==> config.mk <==
export PLATFORM = sky130hd
export DESIGN_NAME = ddr3_init_refresh_seq_flat
export DESIGN_NICKNAME = d
export VERILOG_FILES = /design/src/rtl/ddr3_init_refresh_seq_pkg.sv /design/src/rtl/ddr3_init_refresh_seq_if.sv /design/src/rtl/ddr3_init_refresh_seq_wait_timer.sv /design/src/rtl/ddr3_init_refresh_seq.sv /design/src/flat_wrapper.sv
export SDC_FILE = /design/constraint.sdc
export NUM_CORES = 1
export LEC_CHECK = 0
export CORE_ASPECT_RATIO = 0.75
export CORE_MARGIN = 2
export CORE_UTILIZATION = 61
export DETAILED_ROUTE_END_ITERATION = 10
export HOLD_SLACK_MARGIN = 0.06
export PLACE_DENSITY = 0.91
export SYNTH_ARGS = -nofsm -noshare
export SYNTH_HDL_FRONTEND = slang
export SYNTH_SLANG_ARGS = --single-unit
==> constraint.sdc <==
create_clock -name clk -period 3.7 [get_ports clk]
set_clock_uncertainty 0.05 [all_clocks]
set_input_delay 0.37 -clock clk [delete_from_list [all_inputs] [get_ports clk]]
set_output_delay 0.37 -clock clk [all_outputs]
set_load 0.005 [all_outputs]
==> src/rtl/ddr3_init_refresh_seq_pkg.sv <==
// DDR3 init/refresh sequencer shared definitions:
// timing defaults, command encodings, MR values, FSM states.
package ddr3_seq_pkg;

  localparam int TW = 12;
  localparam int RW = 12;
  localparam int PW = 4;

  localparam int T_RST_CYC    = 200;
  localparam int T_CKE_CYC    = 500;
  localparam int T_XPR_CYC    = 72;
  localparam int T_MRD_CYC    = 4;
  localparam int T_MOD_CYC    = 12;
  localparam int T_ZQINIT_CYC = 512;
  localparam int T_RP_CYC     = 6;
  localparam int T_RFC_CYC    = 44;
  localparam int T_REFI_CYC   = 3120;
  localparam int MAX_POSTPONE = 8;

  localparam logic [12:0] MR0_VAL = 13'h0520;
  localparam logic [12:0] MR1_VAL = 13'h0006;
  localparam logic [12:0] MR2_VAL = 13'h0000;
  localparam logic [12:0] MR3_VAL = 13'h0000;

  // {cs_n, ras_n, cas_n, we_n}
  localparam logic [3:0] CMD_MRS  = 4'b0000;
  localparam logic [3:0] CMD_REF  = 4'b0001;
  localparam logic [3:0] CMD_PRE  = 4'b0010;
  localparam logic [3:0] CMD_ZQCL = 4'b0110;
  localparam logic [3:0] CMD_DES  = 4'b1111;

  localparam logic [12:0] A10 = 13'h0400;

  typedef enum logic [3:0] {
    S_RST_LO,
    S_CKE_WAIT,
    S_XPR,
    S_MR2,
    S_MR3,
    S_MR1,
    S_MR0,
    S_ZQ,
    S_IDLE,
    S_REQ,
    S_PREA,
    S_REF
  } state_e;

  // A wait of t cycles starting at a command edge
  // expires t edges later, so the timer loads t-1.
  function automatic logic [TW-1:0] wait_ld(int t);
    return TW'(t - 1);
  endfunction

endpackage

==> src/rtl/ddr3_init_refresh_seq_if.sv <==
// DDR3 sequencer bus: refresh handshake, status, DDR3 pins.
// master = sequencer, slave = controller / command mux.
interface ddr3_init_refresh_seq_if;
  logic        init_done;
  logic        ref_req;
  logic        ref_ack;
  logic        ref_urgent;
  logic        bus_own;
  logic        reset_n;
  logic        cke;
  logic        cs_n;
  logic        ras_n;
  logic        cas_n;
  logic        we_n;
  logic        odt;
  logic [2:0]  ba;
  logic [12:0] addr;

  modport master (
    output init_done, ref_req, ref_urgent,
    output bus_own, reset_n, cke,
    output cs_n, ras_n, cas_n, we_n, odt,
    output ba, addr,
    input  ref_ack
  );

  modport slave (
    input  init_done, ref_req, ref_urgent,
    input  bus_own, reset_n, cke,
    input  cs_n, ras_n, cas_n, we_n, odt,
    input  ba, addr,
    output ref_ack
  );
endinterface

==> src/rtl/ddr3_init_refresh_seq_wait_timer.sv <==
// Down-counter for init and refresh waits.
// load/load_val restart it; done is high while count is 0.
module ddr3_wait_timer
  import ddr3_seq_pkg::*;
#(
  parameter int RST_VAL = 0
) (
  input  logic          clk,
  input  logic          rst,
  input  logic          load,
  input  logic [TW-1:0] load_val,
  output logic          done
);

  logic [TW-1:0] cnt;

  always_ff @(posedge clk or posedge rst) begin
    if (rst) begin
      cnt <= TW'(RST_VAL);
    end else if (load) begin
      cnt <= load_val;
    end else if (cnt != '0) begin
      cnt <= cnt - 1'b1;
    end
  end

  assign done = (cnt == '0);

endmodule

==> src/rtl/ddr3_init_refresh_seq.sv <==
// DDR3 power-up init and periodic auto-refresh sequencer.
// Ports: clk, rst (async, high), bus (master modport).
module ddr3_init_refresh_seq
  import ddr3_seq_pkg::*;
(
  input  logic                           clk,
  input  logic                           rst,
  ddr3_init_refresh_seq_if.master        bus
);

  localparam logic [PW-1:0] MAXP = PW'(MAX_POSTPONE);

  state_e state_q, state_d;

  logic          tmr_load;
  logic [TW-1:0] tmr_val;
  logic          tmr_done;

  logic [3:0]    cmd_q, cmd_d;
  logic [2:0]    ba_q, ba_d;
  logic [12:0]   addr_q, addr_d;
  logic          rstn_q, rstn_d;
  logic          cke_q, cke_d;
  logic          done_q, done_d;
  logic          own_q, own_d;
  logic          req_q, req_d;
  logic          urg_q, urg_d;
  logic          ref_issue;

  logic [RW-1:0] refi_q;
  logic          refi_hit;
  logic [PW-1:0] pend_q, pend_d;

  ddr3_wait_timer #(
    .RST_VAL (T_RST_CYC)
  ) u_tmr (
    .clk      (clk),
    .rst      (rst),
    .load     (tmr_load),
    .load_val (tmr_val),
    .done     (tmr_done)
  );

  always_ff @(posedge clk or posedge rst) begin
    if (rst) state_q <= S_RST_LO;
    else     state_q <= state_d;
  end

  always_comb begin
    state_d   = state_q;
    tmr_load  = 1'b0;
    tmr_val   = '0;
    cmd_d     = CMD_DES;
    ba_d      = '0;
    addr_d    = '0;
    rstn_d    = rstn_q;
    cke_d     = cke_q;
    done_d    = done_q;
    own_d     = own_q;
    ref_issue = 1'b0;
    unique case (state_q)
      S_RST_LO: if (tmr_done) begin
        rstn_d   = 1'b1;
        tmr_load = 1'b1;
        tmr_val  = wait_ld(T_CKE_CYC);
        state_d  = S_CKE_WAIT;
      end
      S_CKE_WAIT: if (tmr_done) begin
        cke_d    = 1'b1;
        tmr_load = 1'b1;
        tmr_val  = wait_ld(T_XPR_CYC);
        state_d  = S_XPR;
      end
      S_XPR: if (tmr_done) begin
        cmd_d    = CMD_MRS;
        ba_d     = 3'd2;
        addr_d   = MR2_VAL;
        tmr_load = 1'b1;
        tmr_val  = wait_ld(T_MRD_CYC);
        state_d  = S_MR2;
      end
      S_MR2: if (tmr_done) begin
        cmd_d    = CMD_MRS;
        ba_d     = 3'd3;
        addr_d   = MR3_VAL;
        tmr_load = 1'b1;
        tmr_val  = wait_ld(T_MRD_CYC);
        state_d  = S_MR3;
      end
      S_MR3: if (tmr_done) begin
        cmd_d    = CMD_MRS;
        ba_d     = 3'd1;
        addr_d   = MR1_VAL;
        tmr_load = 1'b1;
        tmr_val  = wait_ld(T_MRD_CYC);
        state_d  = S_MR1;
      end
      S_MR1: if (tmr_done) begin
        cmd_d    = CMD_MRS;
        ba_d     = 3'd0;
        addr_d   = MR0_VAL;
        tmr_load = 1'b1;
        tmr_val  = wait_ld(T_MOD_CYC);
        state_d  = S_MR0;
      end
      S_MR0: if (tmr_done) begin
        cmd_d    = CMD_ZQCL;
        addr_d   = A10;
        tmr_load = 1'b1;
        tmr_val  = wait_ld(T_ZQINIT_CYC);
        state_d  = S_ZQ;
      end
      S_ZQ: if (tmr_done) begin
        done_d  = 1'b1;
        own_d   = 1'b0;
        state_d = S_IDLE;
      end
      S_IDLE, S_REQ: begin
        if (req_q && bus.ref_ack) begin
          cmd_d    = CMD_PRE;
          addr_d   = A10;
          own_d    = 1'b1;
          tmr_load = 1'b1;
          tmr_val  = wait_ld(T_RP_CYC);
          state_d  = S_PREA;
        end else if (pend_q != '0 || refi_hit) begin
          state_d = S_REQ;
        end else begin
          state_d = S_IDLE;
        end
      end
      S_PREA: if (tmr_done) begin
        cmd_d     = CMD_REF;
        ref_issue = 1'b1;
        tmr_load  = 1'b1;
        tmr_val   = wait_ld(T_RFC_CYC);
        state_d   = S_REF;
      end
      S_REF: if (tmr_done) begin
        // Drain further pending refreshes back to back
        if (pend_q != '0) begin
          cmd_d     = CMD_REF;
          ref_issue = 1'b1;
          tmr_load  = 1'b1;
          tmr_val   = wait_ld(T_RFC_CYC);
        end else begin
          own_d   = 1'b0;
          state_d = S_IDLE;
        end
      end
      default: state_d = S_RST_LO;
    endcase
  end

  // REFI runs only after init; reload coincides with init_done
  assign refi_hit = done_q && (refi_q == '0);

  always_ff @(posedge clk or posedge rst) begin
    if (rst) begin
      refi_q <= '0;
    end else if (state_q == S_ZQ && tmr_done) begin
      refi_q <= RW'(T_REFI_CYC - 1);
    end else if (done_q) begin
      if (refi_hit) refi_q <= RW'(T_REFI_CYC - 1);
      else          refi_q <= refi_q - 1'b1;
    end
  end

  always_comb begin
    pend_d = pend_q;
    if (refi_hit && !ref_issue) begin
      if (pend_q != MAXP) pend_d = pend_q + 1'b1;
    end else if (ref_issue && !refi_hit) begin
      pend_d = pend_q - 1'b1;
    end
  end

  assign req_d = (state_d == S_IDLE || state_d == S_REQ)
              && (pend_d != '0);
  assign urg_d = (pend_d == MAXP);

  always_ff @(posedge clk or posedge rst) begin
    if (rst) begin
      pend_q <= '0;
      cmd_q  <= CMD_DES;
      ba_q   <= '0;
      addr_q <= '0;
      rstn_q <= 1'b0;
      cke_q  <= 1'b0;
      done_q <= 1'b0;
      own_q  <= 1'b1;
      req_q  <= 1'b0;
      urg_q  <= 1'b0;
    end else begin
      pend_q <= pend_d;
      cmd_q  <= cmd_d;
      ba_q   <= ba_d;
      addr_q <= addr_d;
      rstn_q <= rstn_d;
      cke_q  <= cke_d;
      done_q <= done_d;
      own_q  <= own_d;
      req_q  <= req_d;
      urg_q  <= urg_d;
    end
  end

  assign bus.cs_n       = cmd_q[3];
  assign bus.ras_n      = cmd_q[2];
  assign bus.cas_n      = cmd_q[1];
  assign bus.we_n       = cmd_q[0];
  assign bus.ba         = ba_q;
  assign bus.addr       = addr_q;
  assign bus.reset_n    = rstn_q;
  assign bus.cke        = cke_q;
  assign bus.odt        = 1'b0;
  assign bus.init_done  = done_q;
  assign bus.bus_own    = own_q;
  assign bus.ref_req    = req_q;
  assign bus.ref_urgent = urg_q;

endmodule

==> src/flat_wrapper.sv <==
// flat-port wrapper written by rule: the top's interface ports become plain ports
module ddr3_init_refresh_seq_flat import ddr3_seq_pkg::*;
  (clk, rst, bus_init_done, bus_ref_req, bus_ref_urgent, bus_bus_own, bus_reset_n, bus_cke, bus_cs_n, bus_ras_n, bus_cas_n, bus_we_n, bus_odt, bus_ba, bus_addr, bus_ref_ack);
  ddr3_init_refresh_seq_if bus_i ();
  input  logic clk;
  input  logic rst;
  output wire logic [$bits(bus_i.init_done)-1:0] bus_init_done;
  output wire logic [$bits(bus_i.ref_req)-1:0] bus_ref_req;
  output wire logic [$bits(bus_i.ref_urgent)-1:0] bus_ref_urgent;
  output wire logic [$bits(bus_i.bus_own)-1:0] bus_bus_own;
  output wire logic [$bits(bus_i.reset_n)-1:0] bus_reset_n;
  output wire logic [$bits(bus_i.cke)-1:0] bus_cke;
  output wire logic [$bits(bus_i.cs_n)-1:0] bus_cs_n;
  output wire logic [$bits(bus_i.ras_n)-1:0] bus_ras_n;
  output wire logic [$bits(bus_i.cas_n)-1:0] bus_cas_n;
  output wire logic [$bits(bus_i.we_n)-1:0] bus_we_n;
  output wire logic [$bits(bus_i.odt)-1:0] bus_odt;
  output wire logic [$bits(bus_i.ba)-1:0] bus_ba;
  output wire logic [$bits(bus_i.addr)-1:0] bus_addr;
  input wire logic [$bits(bus_i.ref_ack)-1:0] bus_ref_ack;
  assign bus_init_done = bus_i.init_done;
  assign bus_ref_req = bus_i.ref_req;
  assign bus_ref_urgent = bus_i.ref_urgent;
  assign bus_bus_own = bus_i.bus_own;
  assign bus_reset_n = bus_i.reset_n;
  assign bus_cke = bus_i.cke;
  assign bus_cs_n = bus_i.cs_n;
  assign bus_ras_n = bus_i.ras_n;
  assign bus_cas_n = bus_i.cas_n;
  assign bus_we_n = bus_i.we_n;
  assign bus_odt = bus_i.odt;
  assign bus_ba = bus_i.ba;
  assign bus_addr = bus_i.addr;
  assign bus_i.ref_ack = bus_ref_ack;
  ddr3_init_refresh_seq u_core (.clk(clk), .rst(rst), .bus(bus_i));
endmodule
==> results.yml, run 1 <==
floorplanning:
  dieHeight_um: 62.4
  fp.coreArea_mm2: 0.00441
  dieArea_mm2: 0.00511
  ios: 30
  start_util: 0.629
  rows: 21
  die_w_um: 81.9
clocking:
  clkTransAtPathRegs_ns: 0.09
  htree_levels: 2
  ctsResizeCount: 0
  insertion_delay_ns: 0.30
  numCtsBuffers: 5
  cts_buffer_depth: 2
  clkSinkCount: 47
  post_cts_buffers: 0
  tritoncts: "built"
  root_buffer: "clkbuf_8"
  cts_hold_buf: 0
critical_path:
  critPathKind: "reg -> reg"
  ff2ff_setup_slack_ns: 0.96
  worstReg2RegStart: "u_core.u_tmr.cnt[0]"
  required_ns: 3.79
  arrival_ns: 2.83
  critPathCaptureType: "flip-flop"
  crit_path_start_kind: "flip-flop"
  r2r-end: "u_core.u_tmr.cnt[5]"
  rr_worst_depth: 7
  endpoint: "u_core.u_tmr.cnt[5]"
  worstPathMaxFanout: 13
  critPathLaunch: "u_core.u_tmr.cnt[0]"
drt:
  drt-total-wl_um: 5810
  dr.pass1.iters: 9
  drtAntennaViolNets: 0
  wl_per_cell_um: 15.8
  drcViolationCount: 0
  viasPerCell: 6.25
  drt_iter0_markers: 368
  vias: 2292
timing:
  finalCriticalPeriod_ns: 2.74
  rsz0062_at_grt: "no"
  maxSlewHeadroom: 0.377
  fin_ws_ns: 0.961
  slew_violations: 0
  hold_viol: 0
  finalSetupViolations: 0
  worst_pin_slew_ns: 0.933
  setup_tns_ns: 0
  finalCritPeriodShare: 0.740
  fmax_ghz: 0.365
final_layout:
  areaGrowthSynthToFinish_pct: 9.56
  num-fill-cells: 333
  nets: 317
  diodes: 0
  drive_gt1_frac: 0.129
  final_cell_mix: "39 x dfrtp_1, 34 x nand2_1, 30 x nor2_1"
  multi_input_area_mm2: 0.00143
  final_common_cell: "dfrtp_1"
  seq_area_mm2: 0.00119
placement:
  place.gp.congestion: 0.958
  io_buffers: 19
  dp_slack_ns: 1.01
  hpwl_um: 4150
hold_path:
  hold_class: "reg -> reg"
power:
  cellPowerDensity_mw_per_mm2: 286
  ir_worst_vdd_v: 0.000277
  p_leak_nw: 1.34
global_routing:
  grt_pass1_vias: 2156
  antenna_found_initial: 0
  grt_max_degree: 48
  grt_first_pass_wirelength_um: 10100
  grt_use_total: 0.254
  overflow: 0
logic_synthesis:
  postSynthAreaPerCell_um2: 9.41
  netlist_area_mm2: 0.00278
  seq_area_frac_synth: 0.427
  synthCells: 295
  ys_types: 68
  synth-async-reset-ratio: 1.00
  synth_edf_count: 0
  ys_ff_latch: 47
  synthFlopType: "dfrtp_1"
  synth.yosys.warnings: 0
status:
  status: "finished clean"
job:
  cap_violations: 0
==> flip-flops by register name (all words and copies together), names as in the netlist <==
signal                 count
u_core.bus.reset_n         1
u_core.bus.init_done       1
u_core.state_q             4
u_core.bus.ref_urgent      1
u_core.bus.addr            3
u_core.refi_q             12
u_core.u_tmr.cnt          12
u_core.bus.bus_own         1
u_core.pend_q              4
u_core.bus.cke             1
u_core.bus.ref_req         1
u_core.cmd_q               4
u_core.bus.ba              2
==> cells in the mapped netlist, types with 2 or more instances <==
cell type | n | share of area
a2111oi_2 | 2 | 0.011
a211oi_1 | 2 | 0.0054
a21o_1 | 2 | 0.0054
a21oi_1 | 12 | 0.022
a221oi_1 | 3 | 0.0095
a22oi_1 | 4 | 0.011
a311oi_1 | 2 | 0.0063
a31oi_1 | 4 | 0.0090
and2_1 | 2 | 0.0045
and3_1 | 3 | 0.0068
buf_2 | 2 | 0.0036
buf_4 | 13 | 0.035
clkbuf_1 | 6 | 0.0081
dfrtp_1 | 39 | 0.35
dfstp_2 | 8 | 0.076
ha_1 | 5 | 0.023
inv_1 | 12 | 0.016
mux2i_1 | 3 | 0.011
nand2_1 | 34 | 0.046
nand3_1 | 9 | 0.016
nand3b_1 | 3 | 0.0081
nor2_1 | 30 | 0.041
nor2b_1 | 6 | 0.014
nor3_1 | 8 | 0.014
nor3b_1 | 2 | 0.0054
nor4_4 | 2 | 0.015
o211ai_1 | 2 | 0.0054
o21a_1 | 3 | 0.0081
o21ai_0 | 16 | 0.029
o22ai_1 | 2 | 0.0045
xnor2_1 | 8 | 0.025
xor2_1 | 10 | 0.032
==> critical path, stage by stage (launching register included) <==
cell	delay (ns)
dfrtp_1	0.38
inv_1	0.10
ha_1	0.20
nor4b_2	0.33
nand3_1	0.48
o21a_1	0.38
nor2_1	0.42
o311ai_0	0.23
==> how the worst min path moves through the flow <==
stage                  startpoint  cells past startpoint            endpoint  slack (ns)
6_report       u_core.bus.reset_n                      1  u_core.bus.reset_n        0.42
5_1_grt            u_core.bus.cke                      1      u_core.bus.cke        0.47
4_1_cts        u_core.bus.reset_n                      1  u_core.bus.reset_n        0.42
3_5_place_dp   u_core.bus.reset_n                      1  u_core.bus.reset_n        0.40
3_3_place_gp       u_core.bus.cke                      1      u_core.bus.cke        0.39
2_1_floorplan      u_core.bus.cke                      1      u_core.bus.cke        0.40
==> power by group <==
group / leakage, nW / switching (W) / internal (W)
Sequential: 0.615 / 0 / 0.000514
Combinational: 0.678 / 0.0000123 / 0.00000197
Clock: 0.0505 / 0.000173 / 0.000170
==> cell families (layout without fill, tap and decap cells) <==
family | count (synthesis) | count (layout) | synth area share
AO/OA/AOI/OAI | 68 | 68 | 0.177
XOR/XNOR | 18 | 18 | 0.0568
adder cells (fa/ha/maj) | 5 | 5 | 0.0225
buffers and inverters | 35 | 41 | 0.0685
flip-flops | 47 | 47 | 0.427
multiplexers | 3 | 3 | 0.0108
other | 1 | 10 | 0.00135
AND/OR/NAND/NOR | 118 | 118 | 0.235
==> metrics by stage <==
| step | power (W) | utilization | area (um2) | instances | hold WS, ns |
|---|---|---|---|---|---|
| 2_1_floorplan | 0.000541 | - | 2810 | 304 | 0.401 |
| 3_3_place_gp | 0.000538 | 0.665 | 2940 | 359 | 0.395 |
| 3_5_place_dp | 0.000538 | 0.665 | 2940 | 359 | 0.401 |
| 4_1_cts | 0.000875 | 0.689 | 3040 | 367 | 0.425 |
| 5_1_grt | 0.000902 | 0.689 | 3040 | 367 | 0.467 |
| 6_report | 0.000871 | 0.689 | 3040 | 367 | 0.423 |
==> final cells by class <==
type,instances,area share
flip-flops and latches,47,0.390
clock buffers,7,0.0317
well taps,57,0.0235
multi-input cells,222,0.471
clock inverters,1,0.00247
inverters,13,0.0160
repair buffers,20,0.0650
==> metal layers <==
layer	track usage	wire (um)
met1	0.384	2640
met2	0.354	2450
met3	0.0780	645
met5	0	0
met4	0.0667	73
(Power assumes the default switching activity.)
==> inputs of run 2 (changes only) <==
CORE_UTILIZATION = 56   (was 61)
PLACE_DENSITY = 0.85   (was 0.91)
clock period = 2.7 ns   (was 3.7 ns; I/O delays follow)
==> results.yml, run 2 (synthesis gave the netlist of run 1 again) <==
status:
  status: "finished clean"
floorplanning:
  die_w_um: 85.3
  start_util: 0.573
  fp.coreArea_mm2: 0.00484
  dieHeight_um: 65.0
  rows: 22
  dieArea_mm2: 0.00554
  ios: 30
critical_path:
  critical_path.cell_chain: "inv_1 -> ha_1 -> nor4b_4 -> and3_2 -> buf_12 -> nand3_2 -> a311oi_1 -> nor2_1 -> a311oi_1"
  ff2ff_setup_slack_ns: 0.1
  required_ns: 2.83
  critPathKind: "reg -> reg"
  crit_path_start_kind: "flip-flop"
  cp_common_cell: "a311oi_1"
  worstPathMaxFanout: 12
  critPathMaxStageDelay_ns: 0.39
  slowest_stage: "dfrtp_1"
  arrival_ns: 2.73
  critPathCaptureType: "flip-flop"
timing:
  slew_violations: 0
  finalCriticalPeriod_ns: 2.60
  maxSlewHeadroom: 0.402
  rsz0062_at_grt: "no"
  setup_tns_ns: 0
  fmax_ghz: 0.384
  finalSetupViolations: 0
  worst_pin_slew_ns: 0.896
  whs_ns: 0.414
  hold_viol: 0
  finalCritPeriodShare: 0.964
drt:
  vias: 2277
  drcViolationCount: 0
  dr.pass1.iters: 5
  drt_iter0_markers: 245
  viasPerCell: 5.98
  drt-total-wl_um: 6070
  wl_per_cell_um: 15.9
  drtAntennaViolNets: 0
clocking:
  clkTransAtPathRegs_ns: 0.09
  htree_levels: 2
  numCtsBuffers: 5
  post_cts_buffers: 0
  tritoncts: "built"
  insertion_delay_ns: 0.30
  cts_buffer_depth: 2
  root_buffer: "clkbuf_8"
  clkSinkCount: 47
placement:
  io_buffers: 19
  place.gp.congestion: 0.891
  hpwl_um: 4390
  placed_cell_area_mm2: 0.00304
final_layout:
  seq_area_mm2: 0.00119
  num-fill-cells: 392
  utilization: 0.646
  diodes: 0
  areaGrowthSynthToFinish_pct: 12.8
  multi_input_area_mm2: 0.00145
  final_common_cell: "dfrtp_1"
  final_cell_mix: "39 x dfrtp_1, 34 x nand2_1, 30 x nor2_1"
  drive_gt1_frac: 0.159
  nets: 328
  stdcell_area_mm2: 0.00313
  reg_top3: "u_core.refi_q: 12 flops, u_core.u_tmr.cnt: 12 flops"
power:
  cellPowerDensity_mw_per_mm2: 366
  finalPower_w: 0.00115
  ir_worst_vdd_v: 0.000258
  p_leak_nw: 1.39
global_routing:
  overflow: 0
  grt_pass1_vias: 2112
  grt_use_total: 0.231
  grt_max_degree: 45
  grt_first_pass_wirelength_um: 10100
  antenna_found_initial: 0
hold_path:
  hold_class: "reg -> reg"
job:
  cap_violations: 0
## run 2: critical path: cells and delay by family, from the launching register on
kind / cells / cell delay, ns
and+or+nand+nor: 4 / 0.91
AOI/OAI and AO/OA: 2 / 0.64
DFF: 1 / 0.39
buffers and inverters: 2 / 0.27
adders and majority gates: 1 / 0.22
## run 2: report_power, final
group	internal, W	leakage [nW]	switching, W
Combinational	0.00000452	0.736	0.0000171
Clock	0.000182	0.0422	0.000238
Sequential	0.000704	0.615	0
Total	0.000891	1.39	0.000255
## run 2: layout make-up
cell class / count / area share
sequential: 47 / 0.379
multi-input combinational: 222 / 0.462
timing repair buffer: 31 / 0.0935
inverter: 13 / 0.0156
clock buffer: 7 / 0.0244
tap: 60 / 0.0240
clock inverter: 1 / 0.00160
## run 2: path summary, 6_finish.rpt
check	cells past startpoint	from	end
hold / removal	1	u_core.bus.reset_n	u_core.bus.reset_n
hold reg to reg	1	u_core.bus.reset_n	u_core.bus.reset_n
setup reg to reg	9	u_core.u_tmr.cnt[0]	u_core.bus.ref_req
max in group asynchronous	3	rst	u_core.bus.bus_own
min in group asynchronous	2	rst	u_core.u_tmr.cnt[11]
setup / recovery	9	u_core.u_tmr.cnt[0]	u_core.bus.ref_req
## run 2: routing by layer
| layer | vias to the layer above | part of all wire | global-route usage | wire length [um] |
|---|---|---|---|---|
| met3 | 14 | 0.074 | 0.0459 | 449 |
| met2 | 110 | 0.45 | 0.358 | 2730 |
| li1 | 1064 | - | - | - |
| met4 | 0 | 0.017 | 0.0714 | 104 |
| met1 | 1089 | 0.46 | 0.328 | 2790 |
| met5 | - | 0 | 0 | 0 |
## run 2: repair_timing
action / 4_1_cts / 5_1_grt
endpoints found under the setup margin: 0 / 4
hold buffers: 0 / 0
endpoints found under the hold margin: 0 / 0
resized for setup: 0 / 3
## run 2: through the flow
| step | worst slack (ns) | instances |
|---|---|---|
| 2_1_floorplan | 0.504 | 304 |
| 3_3_place_gp | 0.282 | 373 |
| 3_5_place_dp | 0.0700 | 373 |
| 4_1_cts | 0.0339 | 381 |
| 5_1_grt | 0.0272 | 381 |
| 6_report | 0.0961 | 381 |
